==> src/rtl/uart_rx_edge_sampler_if.sv <==
// Signal bundle between the receive FSM and the UART RX edge/bit counter and sampler.
// The FSM side uses the master modport, and uart_rx_edge_sampler uses the slave modport.
interface uart_rx_edge_sampler_if;
  logic       RX_IN;
  logic       enable;
  logic       dat_samp_en;
  logic       PAR_EN;
  logic [5:0] Prescale;
  logic [5:0] edge_cnt;
  logic [3:0] bit_cnt;
  logic       sampled_bit;
  logic       samp_valid;

  modport master (
    output RX_IN, enable, dat_samp_en, PAR_EN, Prescale,
    input  edge_cnt, bit_cnt, sampled_bit, samp_valid
  );

  modport slave (
    input  RX_IN, enable, dat_samp_en, PAR_EN, Prescale,
    output edge_cnt, bit_cnt, sampled_bit, samp_valid
  );
endinterface

==> src/rtl/uart_rx_edge_sampler.sv <==
// UART RX oversample edge/bit counters plus a mid-bit sampler (three samples around Prescale/2).
// Define UART_RX_MAJORITY_EN for a 2-of-3 majority decision; otherwise the centre sample is used.
module uart_rx_edge_sampler (
  input  logic                   CLK,
  input  logic                   RST,
  uart_rx_edge_sampler_if.slave  bus
);
  localparam int unsigned CNT_W = 6;
  localparam int unsigned BIT_W = 4;

`ifdef UART_RX_MAJORITY_EN
  localparam bit MAJORITY = 1'b1;
`else
  localparam bit MAJORITY = 1'b0;
`endif

  logic [CNT_W-1:0] edge_q;
  logic [BIT_W-1:0] bit_q;
  logic [2:0]       samp_q;
  logic             samp_ok_q;
  logic             sampled_q;
  logic             valid_q;

  logic [CNT_W-1:0] half_c;
  logic [CNT_W-1:0] samp_lo_c;
  logic [CNT_W-1:0] samp_hi_c;
  logic [CNT_W-1:0] edge_last_c;
  logic [BIT_W-1:0] bit_last_c;
  logic             take_c;
  logic [2:0]       win_c;
  logic             decided_c;

  // Sample-window positions and wrap limits; every term fits in 6 bits for Prescale <= 32
  always_comb begin
    half_c      = bus.Prescale >> 1;
    samp_lo_c   = half_c - CNT_W'(1);
    samp_hi_c   = half_c + CNT_W'(1);
    edge_last_c = bus.Prescale - CNT_W'(1);
    bit_last_c  = bus.PAR_EN ? BIT_W'(10) : BIT_W'(9);
    take_c      = bus.enable && bus.dat_samp_en;
  end

  // The third sample is used directly from the line, in the same cycle the decision is made
  always_comb begin
    win_c    = samp_q;
    win_c[2] = bus.RX_IN;
    decided_c = MAJORITY ? ((win_c[0] & win_c[1]) | (win_c[0] & win_c[2]) | (win_c[1] & win_c[2]))
                         : win_c[1];
  end

  always_ff @(posedge CLK or negedge RST) begin
    if (!RST) begin
      edge_q <= '0;
      bit_q  <= '0;
    end else if (!bus.enable) begin
      edge_q <= '0;
      bit_q  <= '0;
    end else if (edge_q == edge_last_c) begin
      edge_q <= '0;
      bit_q  <= (bit_q == bit_last_c) ? '0 : bit_q + BIT_W'(1);
    end else begin
      edge_q <= edge_q + CNT_W'(1);
    end
  end

  // samp_ok_q records that every sample point of this bit was permitted
  always_ff @(posedge CLK or negedge RST) begin
    if (!RST) begin
      samp_q    <= 3'b111;
      samp_ok_q <= 1'b0;
      sampled_q <= 1'b1;
      valid_q   <= 1'b0;
    end else begin
      valid_q <= 1'b0;
      if (edge_q == samp_lo_c) begin
        samp_ok_q <= take_c;
        if (take_c) samp_q[0] <= bus.RX_IN;
      end else if (edge_q == half_c) begin
        samp_ok_q <= samp_ok_q & take_c;
        if (take_c) samp_q[1] <= bus.RX_IN;
      end else if ((edge_q == samp_hi_c) && take_c) begin
        samp_q[2] <= bus.RX_IN;
        if (samp_ok_q) begin
          sampled_q <= decided_c;
          valid_q   <= 1'b1;
        end
      end
    end
  end

  assign bus.edge_cnt    = edge_q;
  assign bus.bit_cnt     = bit_q;
  assign bus.sampled_bit = sampled_q;
  assign bus.samp_valid  = valid_q;
endmodule
==> src/flat_wrapper.sv <==
// flat-port wrapper written by rule: the top's interface ports become plain ports
module uart_rx_edge_sampler_flat 
  (CLK, RST, bus_RX_IN, bus_enable, bus_dat_samp_en, bus_PAR_EN, bus_Prescale, bus_edge_cnt, bus_bit_cnt, bus_sampled_bit, bus_samp_valid);
  uart_rx_edge_sampler_if bus_i ();
  input  logic CLK;
  input  logic RST;
  input wire logic [$bits(bus_i.RX_IN)-1:0] bus_RX_IN;
  input wire logic [$bits(bus_i.enable)-1:0] bus_enable;
  input wire logic [$bits(bus_i.dat_samp_en)-1:0] bus_dat_samp_en;
  input wire logic [$bits(bus_i.PAR_EN)-1:0] bus_PAR_EN;
  input wire logic [$bits(bus_i.Prescale)-1:0] bus_Prescale;
  output wire logic [$bits(bus_i.edge_cnt)-1:0] bus_edge_cnt;
  output wire logic [$bits(bus_i.bit_cnt)-1:0] bus_bit_cnt;
  output wire logic [$bits(bus_i.sampled_bit)-1:0] bus_sampled_bit;
  output wire logic [$bits(bus_i.samp_valid)-1:0] bus_samp_valid;
  assign bus_i.RX_IN = bus_RX_IN;
  assign bus_i.enable = bus_enable;
  assign bus_i.dat_samp_en = bus_dat_samp_en;
  assign bus_i.PAR_EN = bus_PAR_EN;
  assign bus_i.Prescale = bus_Prescale;
  assign bus_edge_cnt = bus_i.edge_cnt;
  assign bus_bit_cnt = bus_i.bit_cnt;
  assign bus_sampled_bit = bus_i.sampled_bit;
  assign bus_samp_valid = bus_i.samp_valid;
  uart_rx_edge_sampler u_core (.CLK(CLK), .RST(RST), .bus(bus_i));
endmodule
==> config.mk <==
export PLATFORM = sky130hd
export DESIGN_NAME = uart_rx_edge_sampler_flat
export DESIGN_NICKNAME = d
export VERILOG_FILES = /design/src/rtl/uart_rx_edge_sampler_if.sv /design/src/rtl/uart_rx_edge_sampler.sv /design/src/flat_wrapper.sv
export SDC_FILE = /design/constraint.sdc
export NUM_CORES = 1
export LEC_CHECK = 0
export ABC_AREA = 1
export CAP_MARGIN = 20
export CORE_ASPECT_RATIO = 0.6
export CORE_MARGIN = 3
export CORE_UTILIZATION = 50
export CTS_CLUSTER_DIAMETER = 80
export CTS_CLUSTER_SIZE = 8
export DETAILED_ROUTE_END_ITERATION = 7
export GPL_TIMING_DRIVEN = 0
export PLACE_DENSITY = 0.74
export SLEW_MARGIN = 5
export SYNTH_ARGS = -nofsm -noshare
export SYNTH_HDL_FRONTEND = slang
export SYNTH_SLANG_ARGS = --single-unit
==> constraint.sdc <==
create_clock -name CLK -period 1.6 [get_ports CLK]
set_input_delay 0.32 -clock CLK [delete_from_list [all_inputs] [get_ports CLK]]
set_output_delay 0.32 -clock CLK [all_outputs]
set_load 0.05 [all_outputs]
==> impl_metrics.ini <==
[worst_setup_path]
timing.rr.start = u_core.bus.edge_cnt[4]
worstPathMaxFanout = 2
path_cells = clkdlybuf4s15_1
timing.critical_path.slowest_stage_cell = dfstp_2
slowest_delay_ns = 0.53
arrival_ns = 1.26
crit_cells = 1
crit_path_start_kind = register
regToRegSetupSlack_ns = 0.14
r2r-end = u_core.bus.edge_cnt[0]
r2r_cells = 10
startpoint = u_core.bus.sampled_bit
crit_type = reg -> out
endpoint = bus_sampled_bit
worstPathRequired_ns = 1.28
worstSetupEndpointType = primary output
path_buf_inv = 1
path_delay_family = flip-flops

[run]
cap_violations = 0

[global_routing]
grt.total_usage = 0.2474
grt_max_degree = 15
grt_pass1_wl_mm = 6.037
grt-ovfl-total = 0
grt_pass1_vias = 1273
antenna_found_initial = 0

[hold_path]
min_path_type = in -> async

[yosys]
synth_seq_cells = 14
netlist_area_um2 = 1311
yosys_warnings = 0
synth_cell_types = 26
synth_nets = 211
postSynthAreaPerCell_um2 = 6.794
synthCells = 193
yosysSeqAreaShare = 0.2691

[placement]
dp.cells = 245
dp_hpwl_mm = 2.791
numPortBuffers = 22
gp_congestion = 0.9681

[detailed_routing]
vias = 1323
viasPerCell = 5.229
wl_per_cell_um = 13.63
drt-pass1-iter-count = 4
routed_wl_mm = 3.448
drc = 0
ant_nets = 0
drt_first_iter_violations = 110

[timing]
finalSetupTns_ns = 0
rsz0062_at_grt = yes
tightest_slew_ns = 0.6581
clock.fmax_ghz = 0.6331
clock-skew-final_ns = 0.006408
min_period_ns = 1.579
drv_slew = 0
fin_crit_sh = 0.9872
slew-limit-headroom = 0.5599
hold_viol = 0
finalSetupViolations = 0

[power_and_ir_drop]
leakage_nw = 0.8637
p_per_area_nw_per_um2 = 670.3
ir_worst_vdd_mv = 0.4029

[layout]
nNetsFinal = 242
diodes = 0
final_cell_mix = 69 x nand2_1, 17 x inv_1, 16 x nand3_1, 12 x nor2_1, 11 x nor2_2
final.fill_count = 193
final_cells = 253
syn_to_final_growth_pct = 24.52
layout_commonest_cell = nand2_1
drive_gt1_frac = 0.2556

[cts]
cts.path.max_buffers = 2
cts_tree = built
cts_sinks = 14
clkTransAtPathRegs_ns = 0.06
cts_made_buffers = 3
clock_latency_ns = 0.25
htree_num_levels = 1
hold_buffers = 0
clockRootBuffer = clkbuf_8

[run_status]
outcome = complete, no violations

[floorplanning]
start_util = 0.5637
dieArea_um2 = 3293
die_x_um = 72.11
ios = 24
die_h_um = 45.67
core_area_um2 = 2326
rows = 13
[power breakdown]
part / switching [mW] / total (mW) / internal [mW] / leakage, nW
logic: 0.215 / 0.333 / 0.118 / 0.659
registers: 0.0278 / 0.414 / 0.387 / 0.176
clock network: 0.129 / 0.347 / 0.218 / 0.0288
[sequential cells by signal (all words and copies together), names as in the netlist]
name,cells
u_core.bus.edge_cnt,6
u_core.bus.bit_cnt,4
u_core.samp_ok_q,1
u_core.bus.samp_valid,1
u_core.samp_q,1
u_core.bus.sampled_bit,1
[how the worst min path moves through the flow]
stage | endpoint | slack, ns | cells past startpoint
CTS | u_core.samp_q[1] | 0.48 | 2
global route | u_core.samp_q[1] | 0.48 | 2
detailed placement | u_core.bus.sampled_bit | 0.47 | 2
floorplan | u_core.bus.bit_cnt[0] | 0.02 | 0
finish | u_core.bus.edge_cnt[3] | 0.47 | 1
global placement | u_core.bus.sampled_bit | 0.46 | 2
[stage by stage]
step                      cell area [um^2]  hold WS [ns]  utilization  worst slack (ns)  power [mW]
final                                 1633        0.4746       0.7020           0.02055       1.095
after global routing                  1633        0.4840       0.7020        -0.0009297       1.163
after CTS                             1653        0.4806       0.7106          0.008558       1.101
after detailed placement              1573        0.4711       0.6762           -0.7521      0.7412
after global placement                1573        0.4576       0.6762           -0.7176      0.7288
after floorplan                       1315       0.02441            -           0.02350      0.6289
[synthesized netlist by cell type]
master	instances	area (um^2)
nor3_1	1	5.000
xnor2_1	2	17.52
nand2_4	1	11.26
nor2_2	10	62.56
nand4_1	7	43.79
a31oi_1	1	6.260
o21ai_1	1	5.000
buf_2	1	5.000
a21oi_1	3	15.01
inv_1	18	67.56
dfstp_2	2	52.55
xnor2_2	1	16.27
nand3b_1	1	7.510
nor2_4	2	22.52
inv_2	5	18.77
nor2_1	13	48.80
nand3_2	6	60.06
nand2_1	70	262.8
nand2_2	2	12.51
nand2_8	1	20.02
nand3_1	16	80.08
xor2_1	9	78.83
ha_1	6	75.07
o21ai_0	1	5.000
dfrtp_1	12	300.3
buf_6	1	11.26
[layout make-up]
| class | instances | area, um^2 | area share |
|---|---|---|---|
| clock buffers | 4 | 55.05 | 0.03372 |
| multi-input cells | 154 | 863.3 | 0.5287 |
| well taps | 30 | 37.54 | 0.02299 |
| inverters | 23 | 88.84 | 0.05441 |
| repair buffers | 26 | 212.7 | 0.1303 |
| flip-flops and latches | 14 | 359.1 | 0.2199 |
| plain buffers | 2 | 16.27 | 0.009962 |
[cells by family after synthesis]
logic type               Yosys count  share of synthesized area
adder cells (fa/ha/maj)            6                    0.05725
AND/OR/NAND/NOR                  130                     0.4857
buffers and inverters             25                    0.07824
AO/OA/AOI/OAI                      6                    0.02385
XOR/XNOR                          12                    0.08589
flip-flops                        14                     0.2691
[routing by layer]
| metal | vias up | global-route usage | wire length [um] |
|---|---|---|---|
| li1 | 673 | - | - |
| met1 | 597 | 0.3495 | 1660 |
| met2 | 49 | 0.3906 | 1441 |
| met3 | 4 | 0.04626 | 311 |
| met4 | 0 | 0.06742 | 34 |
| met5 | - | 0 | 0 |
[timing repair]
action                                  CTS  global route
buffers inserted                          4             0
resized for setup                        34            13
pin swaps                                 5             6
hold endpoints to repair                  0             0
endpoints found under the setup margin   26            18
Power figures use the tool's default switching activity.
